$ cat src/rtl/add_sub_pkg.sv
// Shared types and constants for the add/subtract unit.
// Flag indices address the {N, Z, C, V} nibble on FLAGS.
package add_sub_pkg;

  typedef enum logic [2:0] {
    IDLE   = 3'd0,
    HAVE_A = 3'd1,
    HAVE_B = 3'd2,
    BUSY   = 3'd3,
    DONE   = 3'd4
  } state_t;

  localparam int FLAG_N = 3;
  localparam int FLAG_Z = 2;
  localparam int FLAG_C = 1;
  localparam int FLAG_V = 0;

  localparam logic OP_ADD = 1'b0;
  localparam logic OP_SUB = 1'b1;

endpackage

$ cat src/rtl/add_sub_core.sv
// Combinational add/subtract datapath with {N,Z,C,V} flags and optional signed saturation.
// No state; the caller registers y and flags.
module add_sub_core
  import add_sub_pkg::*;
#(
  parameter int   BITS = 32,
  parameter logic SAT  = 1'b0
) (
  input  logic [BITS-1:0] a,
  input  logic [BITS-1:0] b,
  input  logic            sub,
  output logic [BITS-1:0] y,
  output logic [3:0]      flags
);

  logic [BITS-1:0] b_eff;
  logic [BITS:0]   sum;
  logic            ovf;
  logic [BITS-1:0] res;

  always_comb begin
    b_eff = (sub == OP_SUB) ? ~b : b;
    sum   = {1'b0, a} + {1'b0, b_eff} + {{BITS{1'b0}}, sub};
    // Overflow: effective operand signs agree but the result sign does not.
    ovf   = (a[BITS-1] == b_eff[BITS-1]) && (sum[BITS-1] != a[BITS-1]);
    res   = sum[BITS-1:0];
    if (SAT && ovf) begin
      res = a[BITS-1] ? {1'b1, {(BITS-1){1'b0}}} : {1'b0, {(BITS-1){1'b1}}};
    end
    flags         = 4'b0000;
    flags[FLAG_N] = res[BITS-1];
    flags[FLAG_Z] = (res == '0);
    flags[FLAG_C] = sum[BITS];
    flags[FLAG_V] = ovf;
    y             = res;
  end

endmodule

$ cat src/rtl/add_sub_unit.sv
// Two-operand add/subtract stage with IEA/IEB capture, CLKS extra busy cycles and OE release handshake.
// Result registers one edge after the last operand; OE rises CLKS+2 edges after it and holds until enables drop.
module add_sub_unit
  import add_sub_pkg::*;
#(
  parameter int         BITS = 32,
  parameter logic [7:0] CLKS = 8'd0,
  parameter logic       SAT  = 1'b0
) (
  input  logic            CLK,
  input  logic            RST_N,
  input  logic [BITS-1:0] A,
  input  logic [BITS-1:0] B,
  input  logic            IEA,
  input  logic            IEB,
  input  logic            SUB,
  output logic [BITS-1:0] Y,
  output logic [3:0]      FLAGS,
  output logic            OE
);

  state_t          state, state_n;
  logic [7:0]      cnt;
  logic [BITS-1:0] a_q, b_q;
  logic            sub_q;
  logic            fresh;
  logic            ld_a, ld_b, oe_n;
  logic [BITS-1:0] core_y;
  logic [3:0]      core_flags;

  add_sub_core #(
    .BITS (BITS),
    .SAT  (SAT)
  ) u_core (
    .a     (a_q),
    .b     (b_q),
    .sub   (sub_q),
    .y     (core_y),
    .flags (core_flags)
  );

  always_comb begin
    state_n = state;
    ld_a    = 1'b0;
    ld_b    = 1'b0;
    case (state)
      IDLE: begin
        if (IEA && IEB) begin
          ld_a    = 1'b1;
          ld_b    = 1'b1;
          state_n = BUSY;
        end else if (IEA) begin
          ld_a    = 1'b1;
          state_n = HAVE_A;
        end else if (IEB) begin
          ld_b    = 1'b1;
          state_n = HAVE_B;
        end
      end
      HAVE_A: if (IEB) begin
        ld_b    = 1'b1;
        state_n = BUSY;
      end
      HAVE_B: if (IEA) begin
        ld_a    = 1'b1;
        state_n = BUSY;
      end
      BUSY:   if (cnt == 8'd0) state_n = DONE;
      DONE:   if (OE && !IEA && !IEB) state_n = IDLE;
      default: state_n = IDLE;
    endcase
    // OE rises the edge after DONE entry and drops on the release edge.
    oe_n = (state == DONE) && !(OE && !IEA && !IEB);
  end

  always_ff @(posedge CLK or negedge RST_N) begin
    if (!RST_N) begin
      state <= IDLE;
      cnt   <= 8'd0;
      a_q   <= '0;
      b_q   <= '0;
      sub_q <= 1'b0;
      fresh <= 1'b0;
      Y     <= '0;
      FLAGS <= 4'b0000;
      OE    <= 1'b0;
    end else begin
      state <= state_n;
      OE    <= oe_n;
      fresh <= (state != BUSY) && (state_n == BUSY);
      if (ld_a) begin
        a_q   <= A;
        sub_q <= SUB;
      end
      if (ld_b) b_q <= B;
      if (state == IDLE) begin
        cnt <= CLKS;
      end else if (state == BUSY && cnt != 8'd0) begin
        cnt <= cnt - 8'd1;
      end
      if (state == BUSY && fresh) begin
        Y     <= core_y;
        FLAGS <= core_flags;
      end
    end
  end

endmodule

$ cat config.mk
export PLATFORM = sky130hd
export DESIGN_NAME = add_sub_unit
export DESIGN_NICKNAME = d
export VERILOG_FILES = /design/src/rtl/add_sub_pkg.sv /design/src/rtl/add_sub_core.sv /design/src/rtl/add_sub_unit.sv
export SDC_FILE = /design/constraint.sdc
export NUM_CORES = 1
export LEC_CHECK = 0
export CORE_ASPECT_RATIO = 1.2
export CORE_MARGIN = 2
export CORE_UTILIZATION = 58
export CTS_BUF_LIST = sky130_fd_sc_hd__clkbuf_16
export CTS_CLUSTER_DIAMETER = 200
export DETAILED_ROUTE_END_ITERATION = 10
export PLACE_DENSITY = 0.86
export SLEW_MARGIN = 20
export SYNTH_ARGS = -nofsm -noshare
export SYNTH_HDL_FRONTEND = slang
export SYNTH_SLANG_ARGS = --single-unit
$ cat constraint.sdc
create_clock -name CLK -period 5.6 [get_ports CLK]
set_clock_uncertainty 0.2 [all_clocks]
set_input_delay 1.12 -clock CLK [delete_from_list [all_inputs] [get_ports CLK]]
set_output_delay 1.12 -clock CLK [all_outputs]
set_load 0.03 [all_outputs]
After elaboration in Yosys (flattened, before gate mapping)
Cells that the tools add are included.
- flip-flop bits (word level): 114
- add/subtract/negate cells: 3
- equal/unequal tests: 8
- muxes and demuxes: 18
- bitwise operators: 1
- reduce and logical (&&, ||, !) cells: 16
- operator list (kind ; count):
    $add 32x32->33 ; 1
    $add 33x1->33 ; 1
    $logic_not 32->1 ; 1
    $mux 32 ; 1
    $not 32->32 ; 1
    $mux 3 ; 7
    $mux 8 ; 2
    $pmux 3 s5 ; 1
    $eq 3x2->1 const B ; 3
    $logic_and 1x1->1 ; 8
    $logic_not 8->1 ; 1
    $reduce_bool 8->1 ; 1
    $sub 8x1->8 const B ; 1
    $mux 1 ; 5
    $pmux 1 s2 ; 2
    $eq 3x1->1 const B ; 1
    $eq 3x3->1 const B ; 1
    $logic_not 1->1 ; 3
    $logic_not 3->1 ; 1
    $ne 3x2->1 const B ; 1
    $reduce_bool 2->1 ; 1
    $eq 1x1->1 ; 1
    $ne 1x1->1 ; 1

Depth between registers and ports, before layout
Gate-level depths: netlist of the first run.
- depth after elaboration: 7
- mapped depth: 15
- depth with buffers taken out: 13

Modules after synthesis
A second synthesis of the first run with hierarchy kept.
- cells, all modules: 631
- area, all modules: 6852.8 um^2
- by module, submodules not included (module ; times used ; cells an instance ; area an instance (um^2) ; seq. area each (um^2)):
    add_sub_unit ; 1 ; 279 ; 4386.7 ; 2852.7
    add_sub_core ; 1 ; 352 ; 2466.1 ; 0.0

Worst setup path after synthesis of the first run
Ideal clock, no wire load.
- path type: flip-flop to flip-flop
- from: register sub_q
- to: register FLAGS[2]
- library setup time: 122 ps
- arrival time: 3265 ps
- data required time: 5278 ps
- setup slack: 2014 ps
- stages on the path, launching flop included: 16
- path buffers: 3
- period minus slack after synthesis: 3586 ps
- cells stage by stage: dfrtp_1 buf_2 buf_1 xor2_1 ha_1 buf_4 a21oi_1 o211ai_1 o211ai_2 a2111oi_4 or2_4 a31oi_1 xor2_1 and3_1 and4bb_1 a32o_1
- word-level cells in the longest chain between the ends: 4
- ends and longest elaborated chain (element ; RTL line ; text):
    from (decl) ; add_sub_unit.sv:25 ; logic sub_q;
    from (signal assigned) ; add_sub_unit.sv:82 ; sub_q <= 1'b0;
    from (signal assigned) ; add_sub_unit.sv:93 ; sub_q <= SUB;
    $mux 32 ; add_sub_core.sv:22 ; b_eff = (sub == OP_SUB) ? ~b : b;
    $add 32x32->33 ; add_sub_core.sv:23 ; sum = {1'b0, a} + {1'b0, b_eff} + {{BITS{1'b0}}, sub};
    $add 33x1->33 (*) ; add_sub_core.sv:23 ;
    $logic_not 32->1 (*) ; add_sub_core.sv:32 ; flags[FLAG_Z] = (res == '0);
    to (signal assigned) ; add_sub_unit.sv:103 ; FLAGS <= core_flags;
    to (decl) ; add_sub_unit.sv:18 ; output logic [3:0] FLAGS,
Every way passes the cells marked *; elsewhere a longest branch is shown, timed or not.
A chain may end at the register's enable or synchronous reset.

Worst setup path in the final report of the first run
Same ends and word-level chain as after synthesis.

==> results.md, run 1 <==
* Status: finished clean
* Ant diodes at 0
* Detailed Place HPWL at 10.6 mm
* Number of synthesized flops with an enable pin at 0
* Drt drc at 0
* Die width at 99.3 µm
* Slew margin rel. at 0.330
* Full die area at 11800 µm²
* Commonest non-fill, non-tap cell in the layout: dfrtp_1
* H-tree depth at 4
* Buffer and inverter count on the worst path at 1
* CP Cell Sequence: buf_4 > xor2_1 > ha_1 > a21oi_1 > o211ai_1 > o311a_1 > o21ai_2 > o21bai_1 > a21oi_1 > xor2_1 > and4bb_1 > a32o_1
* Layout area overhead at 27.9%
* Number of cell rows at 41
* Initial antenna violation count at 0
* Predominant post-synthesis flop cell: dfrtp_1
* Synth warn at 0
* Hold Path Depth at 1
* Worst path max stage delay at 990 ps
* Layout cells sized above 1 at 0.154
* MaxCap Viol Count at 0
* Cell count of the worst reg-to-reg path at 12
* Yosys reg bits at 113
* Post-synth ARST share at 1.00
* Post-synth net total at 697
* Sum Neg Setup Slack at 0 ps
* Vias per cell at 5.84
* Drt first-iter violations at 234
* Crit-path leading delay family: compound AO/OA/AOI/OAI gates
* CP Data Arrival Time at 4530 ps
* Largest area contributor in the netlist: dfrtp_1
* Worst Hold Launch: OE
* Via Count at 4890
* Antenna viol nets, final at 0
* PortBufs at 105
* Initial Util at 0.598
* CP Max Fanout at 19
* GPL Wtd Cong at 0.880
* Tmin final at 4390 ps
* Sequential area share after synthesis at 0.447
* Reg2reg start: sub_q
* Clk_lat worst skew at 410 ps
* Setup CP Type: flop to flop
* Final wirelength at 14.8 mm
* Met2 Usage GRT at 0.445
* Most frequent cells in the layout: dfrtp_1, clkdlybuf4s50_1, nand2_1
* Mean Syn Cell Area at 10.7 µm²
* WP data required at 5740 ps
* Largest cells by area after synthesis: dfrtp_1, mux2_2, ha_1, xor2_1, nand2_1
* Post-CTS setup repair buffer count at 0
* Synth unique cells at 62
* Startpoint class of the critical path: flop
* CORE AREA at 10600 µm²
* Worst R2R End: FLAGS[2]
* Nets at 801
* Final hold vios at 0
* Floorplan die height at 118 µm
* FMAX at 228 MHz
* Met3 GRT Util at 0.0609
* Hold EP: OE
* Post-Syn Area at 6320 µm²
* Synthesized instance count at 592
* RSZ-0062 raised after global routing: no
* Worst-margin pin slew at 1000 ps
* Tcrit/Tclk final at 0.785
* Slowest cell on the critical path: dfrtp_1
* Filler cell count in the final layout at 699
* Slew Viols, Final at 0
* Met1 GRT Util at 0.342
* Routed len/inst at 17.6 µm
* Vias in the first global route at 5126
* CTS clk-pin slew, worst paths at 50 ps
* CTS max path bufs at 2
* Synth top area share at 0.447
* Drt pass-1 iters at 5
* Worst Hold Class: flop to flop
* Final setup vio count at 0
* CTS sink cnt at 113
* CTS root buf: clkbuf_16
* Boundary Pins at 106
* Grt total ovfl at 0
* # resized after CTS at 0
* Clock buffer count from CTS at 17
* TritonCTS clock tree: done
* Global-route wire length before repair at 25.1 mm
* Crit. End Element: flop
* Largest net degree at the start of global routing at 75
* Reg-to-reg setup timing slack at 1210 ps
* Total track usage at 0.267
* Count of hold buffers inserted by post-cts repair at 0
* Most Crowded Layer GR: met2
-- layout make-up --
type	instances	area (µm²)	area share
Timing Repair Buffer	110	1090	0.134
Tap cell	129	161	0.0200
Inverter	7	26.3	0.00325
Sequential cell	113	2830	0.350
Clock inverter	14	195	0.0241
Clock buffer	17	425	0.0526
Multi-Input combinational cell	447	3370	0.416
-- cells in the mapped netlist (9+ instances only) --
| cell type | n |
|---|---|
| ha_1 | 35 |
| mux2_2 | 64 |
| dfrtp_1 | 113 |
| a21o_1 | 16 |
| xor2_1 | 46 |
| o21ai_0 | 45 |
| xnor2_1 | 20 |
| nand4_1 | 9 |
| clkbuf_1 | 17 |
| nand2_1 | 67 |
| nand3_1 | 9 |
| a21oi_1 | 30 |
| nor2_1 | 23 |
-- per-stage QoR --
stage	hold WS [ps]	worst slack, ps	utilization	area [µm²]	instances
floorplan	260	2010	-	6320	592
global placement	263	1500	0.707	7470	806
detailed placement	269	1340	0.707	7470	806
CTS	281	1270	0.765	8090	837
global route	298	1020	0.765	8090	837
finish	274	1210	0.765	8090	837
-- worst max-delay path by stage --
stage	from	end	cells after the start
2_1_floorplan	sub_q	FLAGS[2]	15
3_3_place_gp	sub_q	FLAGS[2]	13
3_5_place_dp	sub_q	FLAGS[2]	13
4_1_cts	sub_q	FLAGS[2]	13
5_1_grt	sub_q	FLAGS[2]	13
6_report	sub_q	FLAGS[2]	12
-- registers in the layout, indices dropped and copies added (netlist names) --
signal / flops
state: 3
fresh: 1
a_q: 32
cnt: 8
FLAGS: 3
OE: 1
sub_q: 1
b_q: 32
Y: 32
-- kinds of logic (layout without fill, tap and decap cells) --
logic type	after synthesis	in the layout	synth area share
flops	113	113	0.447
compound gates	137	137	0.143
xor+xnor	66	66	0.0914
simple gates	141	141	0.105
buf+inv	32	148	0.0208
mux	67	67	0.120
fa+ha+maj	36	36	0.0724
-- per-layer routing --
metal	vias to the layer above	wire length, µm
li1	2331	-
met1	2391	6250
met2	140	7530
met3	28	708
met4	0	278
met5	-	0
Power of run 1 is not shown: default switching activity piles up to over one toggle a cycle in this logic, so the estimate is an artifact.
==> inputs of run 2 (changes only) <==
- CORE_UTILIZATION: 58 -> 49
- PLACE_DENSITY: 0.86 -> 0.77
- clock period: 5.6 -> 4.04 ns (I/O delays scaled with it)
==> run 2 against run 1 <==
  * Sequential share of layout area shrank 0.054 points
  * Final cell count grew 4.7%
  * Worst setup slack got worse by 930 ps
  * Clock-buffer cell count unchanged
  * Via count decreased by 2.6%
  * Hold slack got worse by 26 ps
  * Critical endpoint unchanged
==> results.md, run 2 (synthesized netlist as in run 1, its figures left out) <==
* CTS clk-pin slew, worst paths at 50 ps (about the same)
* Detailed Place HPWL at 10.8 mm (+2.2%)
* GPL Wtd Cong at 0.920 (+4.5%)
* Tcrit/Tclk final at 0.931 (+0.146)
* Total track usage at 0.223 (-0.0445)
* Layout area overhead at 28.1%
* Final hold vios at 0 (unchanged)
* Count of hold buffers inserted by post-cts repair at 0 (unchanged)
* Drt first-iter violations at 224 (-4.3%)
* Full die area at 13800 µm² (+18%)
* CTS root buf: clkbuf_16
* Commonest non-fill, non-tap cell in the layout: dfrtp_1
* # resized after CTS at 0 (unchanged)
* Status: finished clean
* Die width at 108 µm (+8.4%)
* Grt total ovfl at 0 (unchanged)
* PortBufs at 105 (unchanged)
* Tmin final at 3760 ps (-635 ps)
* Slew margin rel. at 0.501 (+0.171)
* CP Data Arrival Time at 3860 ps (-670 ps)
* Sum Neg Setup Slack at 0 ps (unchanged)
* Drt drc at 0 (unchanged)
* Post-CTS setup repair buffer count at 0 (unchanged)
* Area after DPL at 7550 µm² (+1.1%)
* Nets at 804 (+0.37%)
* Final setup margin at 281 ps (-925 ps)
* Drt pass-1 iters at 4 (-1)
* H-tree depth at 4 (unchanged)
* Filler cell count in the final layout at 1035 (+48%)
* Boundary Pins at 106 (unchanged)
* CP Max Fanout at 11 (-8)
* Clock buffer count from CTS at 17 (unchanged)
* Global-route wire length before repair at 23.9 mm (-4.9%)
* RSZ-0062 raised after global routing: no
* Via Count at 4763 (-2.6%)
* Antenna viol nets, final at 0 (unchanged)
* Number of cell rows at 45 (+9.8%)
* MaxCap Viol Count at 0 (unchanged)
* Biggest regs: Y (32), a_q (32), b_q (32)
* Initial Util at 0.501 (-0.0970)
* Setup CP Type: flop to flop
* Floorplan die height at 128 µm (+8.5%)
* CORE AREA at 12600 µm² (+19%)
* Crit. End Element: flop
* Worst-margin pin slew at 749 ps (-256 ps)
* Worst Hold Class: primary input to asynchronous set/reset pin
* Design Area, Final at 8100 µm² (+0.15%)
* Clk_lat worst skew at 420 ps (about the same)
* Final setup vio count at 0 (unchanged)
* Vias in the first global route at 4926 (-3.9%)
* WP data required at 4140 ps (-1600 ps)
* Slew Viols, Final at 0 (unchanged)
* Initial antenna violation count at 0 (unchanged)
* Largest net degree at the start of global routing at 70 (-6.7%)
* Ant diodes at 0 (unchanged)
* CTS sink cnt at 113 (unchanged)
* Vias per cell at 5.44 (-6.9%)
* Startpoint class of the critical path: flop
* Most frequent cells in the layout: dfrtp_1, clkdlybuf4s50_1, nand2_1
* FMAX at 266 MHz (+17%)
* Setup slack at placement at 338 ps (-1000 ps)
* Final wirelength at 14.4 mm (-2.2%)
* CTS max path bufs at 2 (unchanged)
* Layout cells sized above 1 at 0.157 (+0.00335)
* Routed len/inst at 16.5 µm (-6.5%)
* TritonCTS clock tree: done
run 2: changes by cell type in the layout (fill, tap and decap cells not counted):
| cell | previous run | this run |
|---|---|---|
| clkinvlp_4 | 1 | 3 |
| clkinv_2 | 2 | 3 |
| inv_1 | 7 | 10 |
| clkinv_1 | 5 | 3 |
| buf_4 | 6 | 8 |
| bufinv_16 | 5 | 2 |
| buf_12 | 0 | 1 |
run 2: metal layers:
metal / vias up / wire length [µm] / global-route usage
met4: 0 / 204 / 0.0822
met2: 114 / 7150 / 0.373
met3: 19 / 629 / 0.0517
met5: - / 0 / 0
li1: 2333 / - / -
met1: 2297 / 6460 / 0.282
run 2: layout make-up:
cell class | instances | area, µm² | area share
inverter | 7 | 26.3 | 0.00324
sequential | 113 | 2830 | 0.349
timing repair buffer | 113 | 1120 | 0.138
multi-input combinational | 447 | 3370 | 0.416
tap | 164 | 205 | 0.0253
clock buffer | 17 | 425 | 0.0525
clock inverter | 15 | 129 | 0.0159
run 2: worst paths after layout:
kind	slack, ps	cells after the start	start	endpoint
max	280	14	sub_q	FLAGS[2]
min	250	1	RST_N	b_q[9]
max reg2reg	280	14	sub_q	FLAGS[2]
min reg2reg	260	1	OE	OE
max in group asynchronous	2640	2	RST_N	b_q[29]
min in group CLK	260	1	OE	OE
run 2: worst max-delay path, cell delays in order (launching register included):
cell	delay, ps
dfrtp_1	390
buf_4	250
buf_4	220
xor2_1	210
ha_1	340
nand2_1	180
o221ai_1	190
a21o_1	210
a21o_1	200
or2_4	260
a31oi_1	220
xor2_1	100
and3_1	190
and4bb_1	200
a32o_1	260
run 2: per-stage QoR:
stage	std cells	util	hold WS, ps
floorplan	592	-	260
global placement	844	0.598	259
detailed placement	844	0.598	256
CTS	876	0.642	268
global route	876	0.642	283
finish	876	0.642	248
Power of run 2 is left out for the same reason.
